--- src/rtl/ps2_pkg.sv ---
// Shared types and constants for the PS/2 host-to-device command path.
package ps2_pkg;

  typedef enum logic [2:0] {
    ST_IDLE,
    ST_INHIBIT,
    ST_RTS,
    ST_SHIFT,
    ST_ACK,
    ST_RESP
  } state_e;

  typedef enum logic [1:0] {
    ERR_NONE    = 2'b00,
    ERR_TIMEOUT = 2'b01,
    ERR_NOACK   = 2'b10,
    ERR_RETRY   = 2'b11
  } err_e;

  localparam logic [7:0] PS2_ACK    = 8'hFA;
  localparam logic [7:0] PS2_RESEND = 8'hFE;

  // PS/2 uses odd parity over the eight data bits.
  function automatic logic odd_parity(input logic [7:0] b);
    return ~^b;
  endfunction

endpackage

--- src/rtl/ps2_tx_shift.sv ---
// 11-bit host-to-device frame serializer (start, 8 data LSB first, parity, stop).
// Bit 0 of the frame register is the bit currently on the line.
module ps2_tx_shift
  import ps2_pkg::*;
(
  input  logic       clk,
  input  logic       i_rst_n,
  input  logic       i_load,
  input  logic [7:0] i_cmd,
  input  logic       i_adv,
  output logic       o_dat_oe,
  output logic       o_last
);

  logic [10:0] frame_q, frame_d;
  logic [3:0]  idx_q, idx_d;

  always_comb begin
    frame_d = frame_q;
    idx_d   = idx_q;
    if (i_load) begin
      frame_d = {1'b1, odd_parity(i_cmd), i_cmd, 1'b0};
      idx_d   = 4'd0;
    end else if (i_adv) begin
      // Shift in ones so an over-run leaves the line released.
      frame_d = {1'b1, frame_q[10:1]};
      idx_d   = idx_q + 4'd1;
    end
  end

  always_ff @(posedge clk or negedge i_rst_n) begin
    if (!i_rst_n) begin
      frame_q <= '1;
      idx_q   <= 4'd0;
    end else begin
      frame_q <= frame_d;
      idx_q   <= idx_d;
    end
  end

  assign o_dat_oe = ~frame_q[0];
  // Next advance puts the stop bit on the line.
  assign o_last   = (idx_q == 4'd9);

endmodule

--- src/rtl/ps2_cmd_ctrl.sv ---
// PS/2 host-to-device command sequencer: inhibit, RTS, shift frame, line ACK,
// then wait for the 0xFA / 0xFE response with bounded resend and timeout.
module ps2_cmd_ctrl
  import ps2_pkg::*;
#(
  parameter int INHIBIT_CYCLES = 5000,
  parameter int TIMEOUT_CYCLES = 1000000,
  parameter int MAX_RETRY      = 2
) (
  input  logic       clk,
  input  logic       i_rst_n,
  input  logic       i_edge_en,
  input  logic       i_ps2_dat,
  input  logic       i_byte_en,
  input  logic [7:0] i_byte,
  input  logic       i_cmd_valid,
  input  logic [7:0] i_cmd,
  output logic       o_cmd_ready,
  output logic       o_ps2_clk_oe,
  output logic       o_ps2_dat_oe,
  output logic       o_rx_hold,
  output logic       o_busy,
  output logic       o_done,
  output logic       o_err,
  output logic [1:0] o_err_code
);

  localparam int INH_W = $clog2(INHIBIT_CYCLES + 1);
  localparam int TMO_W = $clog2(TIMEOUT_CYCLES + 1);
  localparam int RTY_W = $clog2(MAX_RETRY + 1);

  state_e             state_q, state_d;
  logic [7:0]         cmd_q, cmd_d;
  logic [INH_W-1:0]   inh_q, inh_d;
  logic [TMO_W-1:0]   tmo_q, tmo_d;
  logic [RTY_W-1:0]   retry_q, retry_d;
  err_e               code_q, code_d;
  logic               done_q, done_d;
  logic               err_q, err_d;

  logic               sh_load, sh_adv, sh_dat_oe, sh_last;

  ps2_tx_shift u_shift (
    .clk      (clk),
    .i_rst_n  (i_rst_n),
    .i_load   (sh_load),
    .i_cmd    (cmd_q),
    .i_adv    (sh_adv),
    .o_dat_oe (sh_dat_oe),
    .o_last   (sh_last)
  );

  always_comb begin
    state_d = state_q;
    cmd_d   = cmd_q;
    inh_d   = inh_q;
    tmo_d   = tmo_q;
    retry_d = retry_q;
    code_d  = code_q;
    done_d  = 1'b0;
    err_d   = 1'b0;
    sh_load = 1'b0;
    sh_adv  = 1'b0;

    case (state_q)
      ST_IDLE: begin
        if (i_cmd_valid) begin
          cmd_d   = i_cmd;
          retry_d = '0;
          code_d  = ERR_NONE;
          inh_d   = '0;
          state_d = ST_INHIBIT;
        end
      end
      ST_INHIBIT: begin
        if (inh_q == INH_W'(INHIBIT_CYCLES - 1)) begin
          sh_load = 1'b1;
          state_d = ST_RTS;
        end else begin
          inh_d = inh_q + 1'b1;
        end
      end
      ST_RTS: begin
        // Counts cycles since RTS, so the value in SHIFT's first cycle is 1.
        tmo_d   = TMO_W'(1);
        state_d = ST_SHIFT;
      end
      ST_SHIFT, ST_ACK, ST_RESP: begin
        if (tmo_q == TMO_W'(TIMEOUT_CYCLES - 1)) begin
          code_d  = ERR_TIMEOUT;
          err_d   = 1'b1;
          state_d = ST_IDLE;
        end else begin
          tmo_d = tmo_q + 1'b1;
          if (state_q == ST_SHIFT) begin
            if (i_edge_en) begin
              sh_adv = 1'b1;
              if (sh_last) state_d = ST_ACK;
            end
          end else if (state_q == ST_ACK) begin
            if (i_edge_en) begin
              if (!i_ps2_dat) begin
                state_d = ST_RESP;
              end else begin
                code_d  = ERR_NOACK;
                err_d   = 1'b1;
                state_d = ST_IDLE;
              end
            end
          end else if (i_byte_en) begin
            if (i_byte == PS2_ACK) begin
              done_d  = 1'b1;
              state_d = ST_IDLE;
            end else if (i_byte == PS2_RESEND) begin
              if (retry_q < RTY_W'(MAX_RETRY)) begin
                retry_d = retry_q + 1'b1;
                inh_d   = '0;
                state_d = ST_INHIBIT;
              end else begin
                code_d  = ERR_RETRY;
                err_d   = 1'b1;
                state_d = ST_IDLE;
              end
            end
          end
        end
      end
      default: state_d = ST_IDLE;
    endcase
  end

  always_ff @(posedge clk or negedge i_rst_n) begin
    if (!i_rst_n) begin
      state_q <= ST_IDLE;
      cmd_q   <= '0;
      inh_q   <= '0;
      tmo_q   <= '0;
      retry_q <= '0;
      code_q  <= ERR_NONE;
      done_q  <= 1'b0;
      err_q   <= 1'b0;
    end else begin
      state_q <= state_d;
      cmd_q   <= cmd_d;
      inh_q   <= inh_d;
      tmo_q   <= tmo_d;
      retry_q <= retry_d;
      code_q  <= code_d;
      done_q  <= done_d;
      err_q   <= err_d;
    end
  end

  // Line drives decode straight from registered state so reset releases them at once.
  assign o_cmd_ready  = (state_q == ST_IDLE);
  assign o_busy       = (state_q != ST_IDLE);
  assign o_ps2_clk_oe = (state_q == ST_INHIBIT) || (state_q == ST_RTS);
  assign o_ps2_dat_oe = ((state_q == ST_RTS) || (state_q == ST_SHIFT) || (state_q == ST_ACK))
                        && sh_dat_oe;
  assign o_rx_hold    = (state_q == ST_INHIBIT) || (state_q == ST_RTS) ||
                        (state_q == ST_SHIFT)   || (state_q == ST_ACK);
  assign o_done       = done_q;
  assign o_err        = err_q;
  assign o_err_code   = code_q;

endmodule

--- config.mk ---
export PLATFORM = sky130hd
export DESIGN_NAME = ps2_cmd_ctrl
export DESIGN_NICKNAME = d
export VERILOG_FILES = /design/src/rtl/ps2_pkg.sv /design/src/rtl/ps2_tx_shift.sv /design/src/rtl/ps2_cmd_ctrl.sv
export SDC_FILE = /design/constraint.sdc
export NUM_CORES = 1
export LEC_CHECK = 0
export ABC_AREA = 0
export CORE_MARGIN = 2
export CORE_UTILIZATION = 50
export CTS_CLUSTER_SIZE = 14
export DETAILED_ROUTE_END_ITERATION = 12
export PLACE_DENSITY_LB_ADDON = 0.15
export RECOVER_POWER = 100
export SYNTH_ARGS = -nofsm -noshare
export SYNTH_HDL_FRONTEND = slang
export SYNTH_SLANG_ARGS = --single-unit
--- constraint.sdc ---
create_clock -name clk -period 2.4 [get_ports clk]
set_input_delay 0.6 -clock clk [delete_from_list [all_inputs] [get_ports clk]]
set_output_delay 0.6 -clock clk [all_outputs]
set_load 0.02 [all_outputs]
==> results.ini, run 1 <==
[floorplan]
core_um2=7137
start_util_pct=50.72
die_h_um=89.09
top_level_ports=31
num_rows=31
die_x_um=89.09
dieArea_um2=7936

[pwr]
powerDensity_nw_per_um2=772.0
pwr-share-comb_pct=22.4
netSwitchingPower_w=0.001037
p_clk_share_pct=28.8
p_leak_nw=1.824
power.total_w=0.003282
switching_share_pct=31.58
intPower_w=0.002246
ir_drop_mv=0.5714
seqPwrFrac_pct=48.8

[detailed_routing]
num_vias=2980
wl_met1_mm=3.847
first_iter_violations=173
drc=0
routedWlPerCell_um=15.40
dr_wl_met3_um=318
drt_first_pass_iters=5
wl_met2_mm=3.620
final_antenna_net_count=0
routed_via_density=5.809
highest_layer=met4
drt-total-wl_mm=7.898

[synth]
async_reset_ff_share_pct=100.0
ys.flop_type=dfrtp_1
synth_top_family_by_area=compound AO/OA/AOI/OAI gates
synth_edf_count=0
avgSynthCellArea_um2=10.05
synthAdderAreaFrac_pct=1.383
ys_ff_latch=64
synth_nets=386
netlist_instances=360
synth-compound-area-share_pct=21.74
synth.distinct_cells=70
seq_area_frac_synth_pct=44.59
yosys.area.top_type_share_pct=37.33
synth_area_leaders=dfrtp_1, dfstp_2, nand2_1, mux2_2, nor2_1
synth-xor-area-share_pct=3.871
synth_area_leader_cell=dfrtp_1
muxShareOfSynthArea_pct=4.494
ys_warn_count=0
netlist_area_um2=3620
synthSimpleGateAreaFrac_pct=20.64

[sta]
period_needed_ns=2.309
clock_skew_ns=0.01424
grt_setup_unrepaired=false
finalCritPeriodShare_pct=96.19
worst_pin_slew_ns=1.587
relSlewSlack_pct=-5.803
setup_viol=0
hold_viol_final=0
fmax_ghz=0.4332
finalMaxSlewViolations=65
fin_ws_ns=0.09139
fin_tns_setup_ns=0

[final_layout]
layout_commonest_cell=dfrtp_1
n_fill_cell=664
drive_gt1_share_pct=17.87
diodes=0
regArea_um2=1617
final_cell_mix=dfrtp_1, nand2_1, nor2_1, clkdlybuf4s50_1
areaGrowthSynthToFinish_pct=17.46
nets=435
multi_input_area_um2=1836

[clock_tree]
clock-sinks=64
clockBufferDepth=2
clock_latency_ns=0.35
cts-htree-levels=3
postCtsHoldBufs=0
cts_tree=done
cts-buffers-inserted=9
cts_root_buffer=clkbuf_8
path_clk_slew_ns=0.08

[critical_path]
worstPathMaxFanout=8
crit_slowest_cell=dfrtp_2
critPathLaunchType=flop
critPathCaptureType=output port
crit_type=reg -> out
crit_arrival_ns=1.71
crit_path_max_incr_delay_ns=0.47
cp.required_ns=1.80
cp_num_buf_inv=2
path_delay_family=simple AND/OR/NAND/NOR gates
cp_cell_sequence=or3_4 > inv_1 > nor2_1 > dlygate4sd2_1

[grt]
gr-total-overflow=0
grt_max_degree=65
grt.total_usage_pct=21.49
first_global_vias=2718
grt_pass1_wl_mm=13.17
antenna_found_initial=0

[place]
gp_congestion=0.9206
dp_hpwl_mm=5.507
pre_cts_slack_ns=0.1256
portBuffers=30

[min_path]
holdCritPathClass=reg -> reg

[run]
cap_viol_max_count=1

[status]
outcome=finished, violations left
violations=capacitance limit, slew limit

## path summary, 6_finish.rpt
check,startpoint,to,slack [ns],cells past startpoint
max reg2reg,tmo_q[12],tmo_q[2],0.21,6
max,state_q[2],o_rx_hold,0.09,4
min in group asynchronous,i_rst_n,retry_q[0],0.73,2
min,u_shift.frame_q[0],u_shift.frame_q[0],0.48,2
min reg2reg,u_shift.frame_q[0],u_shift.frame_q[0],0.48,2
max in group asynchronous,i_rst_n,state_q[1],0.62,2
## stage by stage
stage                     area [um^2]  hold slack, ns  utilization [%]  instances
after CTS                        4334          0.2653            60.73        512
after global placement           4140          0.4676            58.01        496
after global routing             4252          0.5118            59.57        513
after detailed placement         4140          0.4692            58.01        496
final                            4252          0.4795            59.57        513
after floorplan                  3620          0.3044                -        360
## metal layers
| metal | track usage, % | vias to the layer above |
|---|---|---|
| met4 | 7.598 | 0 |
| met5 | 0 | - |
| met2 | 31.85 | 73 |
| li1 | - | 1444 |
| met3 | 5.078 | 11 |
| met1 | 30.90 | 1452 |
## worst reg2reg max path: cells and delay by family (launching register included)
kind | cells | cell delay [ns]
compound gates | 1 | 0.56
xor+xnor | 1 | 0.19
buf+inv | 1 | 0.21
flops | 1 | 0.44
simple gates | 3 | 0.66
## registers in the layout (all words and copies together) (netlist names)
name             count
inh_q               13
tmo_q               20
o_err                1
state_q              3
u_shift.idx_q        4
cmd_q                8
o_err_code           2
u_shift.frame_q     10
o_done               1
retry_q              2
## cell families after synthesis
group,after synthesis
buffers and inverters,25
AND/OR/NAND/NOR,131
flip-flops,64
adder cells (fa/ha/maj),4
XOR/XNOR,16
multiplexers,15
AO/OA/AOI/OAI,105
## cell type report
class                      instances  area share (%)
clock inverter                     5           1.324
sequential                        64           38.02
timing repair buffer              51           10.18
multi-input combinational        271           43.17
tap                               99           2.913
clock buffer                      11           3.325
inverter                          12           1.059
## synthesized netlist by cell type (4+ instances only)
library cell / count
dfrtp_1: 54
nand2_1: 35
nor2_1: 27
a21oi_1: 16
o21ai_0: 15
nand3_1: 12
inv_1: 11
dfstp_2: 10
mux2_2: 10
a21o_1: 9
nor3_1: 9
xnor2_1: 9
a22o_1: 8
o211ai_1: 8
xor2_1: 7
a31oi_1: 6
o21a_1: 6
buf_2: 5
clkbuf_1: 5
mux2i_1: 5
o31ai_1: 5
or3_1: 5
ha_1: 4
nand4_1: 4
nor4_1: 4
o2111ai_1: 4
## power by group through the flow
stage / logic (W) / registers, W / clock network [W]
after global routing: 0.000835 / 0.00165 / 0.00102
after global placement: 0.000719 / 0.00161 / 0
final: 0.000736 / 0.00160 / 0.000945
after CTS: 0.000759 / 0.00160 / 0.000963
after floorplan: 0.000587 / 0.00155 / 0
after detailed placement: 0.000756 / 0.00162 / 0
## what timing repair did
action	in CTS	in global routing
gates resized for setup	5	3
setup endpoints to repair	5	4
endpoints found under the hold margin	0	0
buffers inserted	0	1
cloned	0	0
No activity file was read; power rests on OpenSTA's default activity.
==> inputs of run 2 (changes only) <==
Settings changed: GPL_TIMING_DRIVEN from default to 0.
==> run 2 against run 1 <==
  * The flow still finishes with violations (capacitance limit, slew limit)
  * Clock skew shrank 0.0045 ns
  * Global-route usage increased by 0.89 points
  * Critical path depth decreased by 2
  * First-iteration DRC count up 2.3%
  * Die area did not move
  * Largest cell class unchanged
==> results.ini, run 2 (same netlist as run 1, synthesis figures left out) <==
[status]
outcome=finished, violations left
violations=capacitance limit, slew limit

[clock_tree]
clock_latency_ns=0.34
cts_tree=done
path_clk_slew_ns=0.07
clockBufferDepth=2
cts-buffers-inserted=9
clock-sinks=64
cts_root_buffer=clkbuf_8
cts-htree-levels=3
cts_setup_buffers=0
postCtsHoldBufs=0

[detailed_routing]
final_antenna_net_count=0
routedWlPerCell_um=15.72
num_vias=2928
drc=0
routed_via_density=5.798
drt-total-wl_mm=7.938
drt_first_pass_iters=4
first_iter_violations=177

[floorplan]
die_x_um=89.09
core_um2=7137
die_h_um=89.09
top_level_ports=31
start_util_pct=50.72
num_rows=31
dieArea_um2=7936

[final_layout]
layout_commonest_cell=dfrtp_1
fin_area_um2=4172
largest_register_ffs=20
diodes=0
nets=427
reg_top3=tmo_q: 20 flops, inh_q: 13 flops, u_shift.frame_q: 10 flops
final_cells=505
areaGrowthSynthToFinish_pct=15.24
regMostFlops=tmo_q
n_fill_cell=650
drive_gt1_share_pct=17.49
final_cell_mix=dfrtp_1, nand2_1, nor2_1, clkdlybuf4s50_1, a21oi_1

[pwr]
ir_drop_mv=0.5047
seqPwrFrac_pct=51.2
powerDensity_nw_per_um2=747.6
netSwitchingPower_w=0.001016
switching_share_pct=32.59
p_clk_share_pct=25.4
intPower_w=0.002102
p_leak_nw=1.799
pwr-share-comb_pct=23.4

[sta]
setup_viol=0
fmax_ghz=0.4324
clock_skew_ns=0.009720
worst_pin_slew_ns=1.606
period_needed_ns=2.313
relSlewSlack_pct=-7.061
finalMaxSlewViolations=65
grt_setup_unrepaired=false
finalCritPeriodShare_pct=96.37
hold_viol_final=0

[min_path]
hp-start=u_shift.frame_q[0]
holdCritPathClass=reg -> reg

[critical_path]
critPathCaptureType=output port
crit_arrival_ns=1.71
crit_type=reg -> out
worstPathMaxFanout=4
cp.required_ns=1.80
critPathLaunchType=flop
r2r-start=tmo_q[0]
crit_path_start=state_q[2]

[grt]
antenna_found_initial=0
first_global_vias=2770
grt.total_usage_pct=22.38
gr-total-overflow=0
grt_pass1_wl_mm=13.59
grt_max_degree=65

[place]
portBuffers=30
dp_hpwl_mm=5.538
placed_area_um2=4041
gp_congestion=0.8519
dp.cells=489

[run]
cap_viol_max_count=1

==> run 2: final timing paths <==
kind	to	slack [ns]	depth (start not counted)
min in group asynchronous	o_err_code[0]	0.63	1
min reg2reg	u_shift.frame_q[0]	0.49	2
max in group asynchronous	state_q[0]	0.66	1
max reg2reg	inh_q[5]	0.16	8
max	o_busy	0.09	2
min	u_shift.frame_q[0]	0.49	2
==> run 2: routing by layer <==
layer  vias to the layer above  wire length (um)  GRT usage (%)  share of wire [%]
met5                         -                 0              0                  0
met4                         0                96          7.327                1.2
met3                         7               303          4.986                3.8
met2                        61              3579          33.40                 45
met1                      1430              3959          32.43                 50
li1                       1430                 -              -                  -
==> run 2: area by class of cell <==
class                      count  area [um^2]  share of cell area [%]
timing repair buffer          30        284.0                   6.809
sequential                    64         1615                   38.72
inverter                      12        45.04                   1.080
clock inverter                 6        36.28                  0.8698
tap                           99        123.9                   2.969
buffer                        13        75.07                   1.800
multi-input combinational    271         1864                   44.69
clock buffer                  10        127.6                   3.059
==> run 2: critical path, cell delays in order, from the launching register on <==
cell and delay (ns):
dfrtp_1 0.42, or3_4 0.41, clkdlybuf4s50_1 0.54
==> run 2: timing repair <==
item | CTS | global route
setup endpoints to repair | 4 | 4
pin swaps | 0 | 0
resized for setup | 11 | 6
==> run 2: power by group through the flow <==
stage / Sequential (W) / Clock (W) / Combinational (W)
after detailed placement: 0.00161 / 0 / 0.000740
after global placement: 0.00160 / 0 / 0.000710
after floorplan: 0.00155 / 0 / 0.000587
after global routing: 0.00165 / 0.000870 / 0.000827
after CTS: 0.00159 / 0.000816 / 0.000741
final: 0.00160 / 0.000792 / 0.000730
==> run 2: per-stage QoR <==
stage	hold slack [ns]	power [W]	utilization [%]	worst slack [ns]	TNS, ns
after global placement	0.4633	0.002312	56.66	-1.430	-84.12
after detailed placement	0.4715	0.002352	56.63	-0.1992	-0.2439
after floorplan	0.3044	0.002138	-	0.4643	0
after global routing	0.5097	0.003347	58.45	0.03493	0
final	0.4943	0.003118	58.45	0.08722	0
after CTS	0.3764	0.003150	59.03	0.001866	0
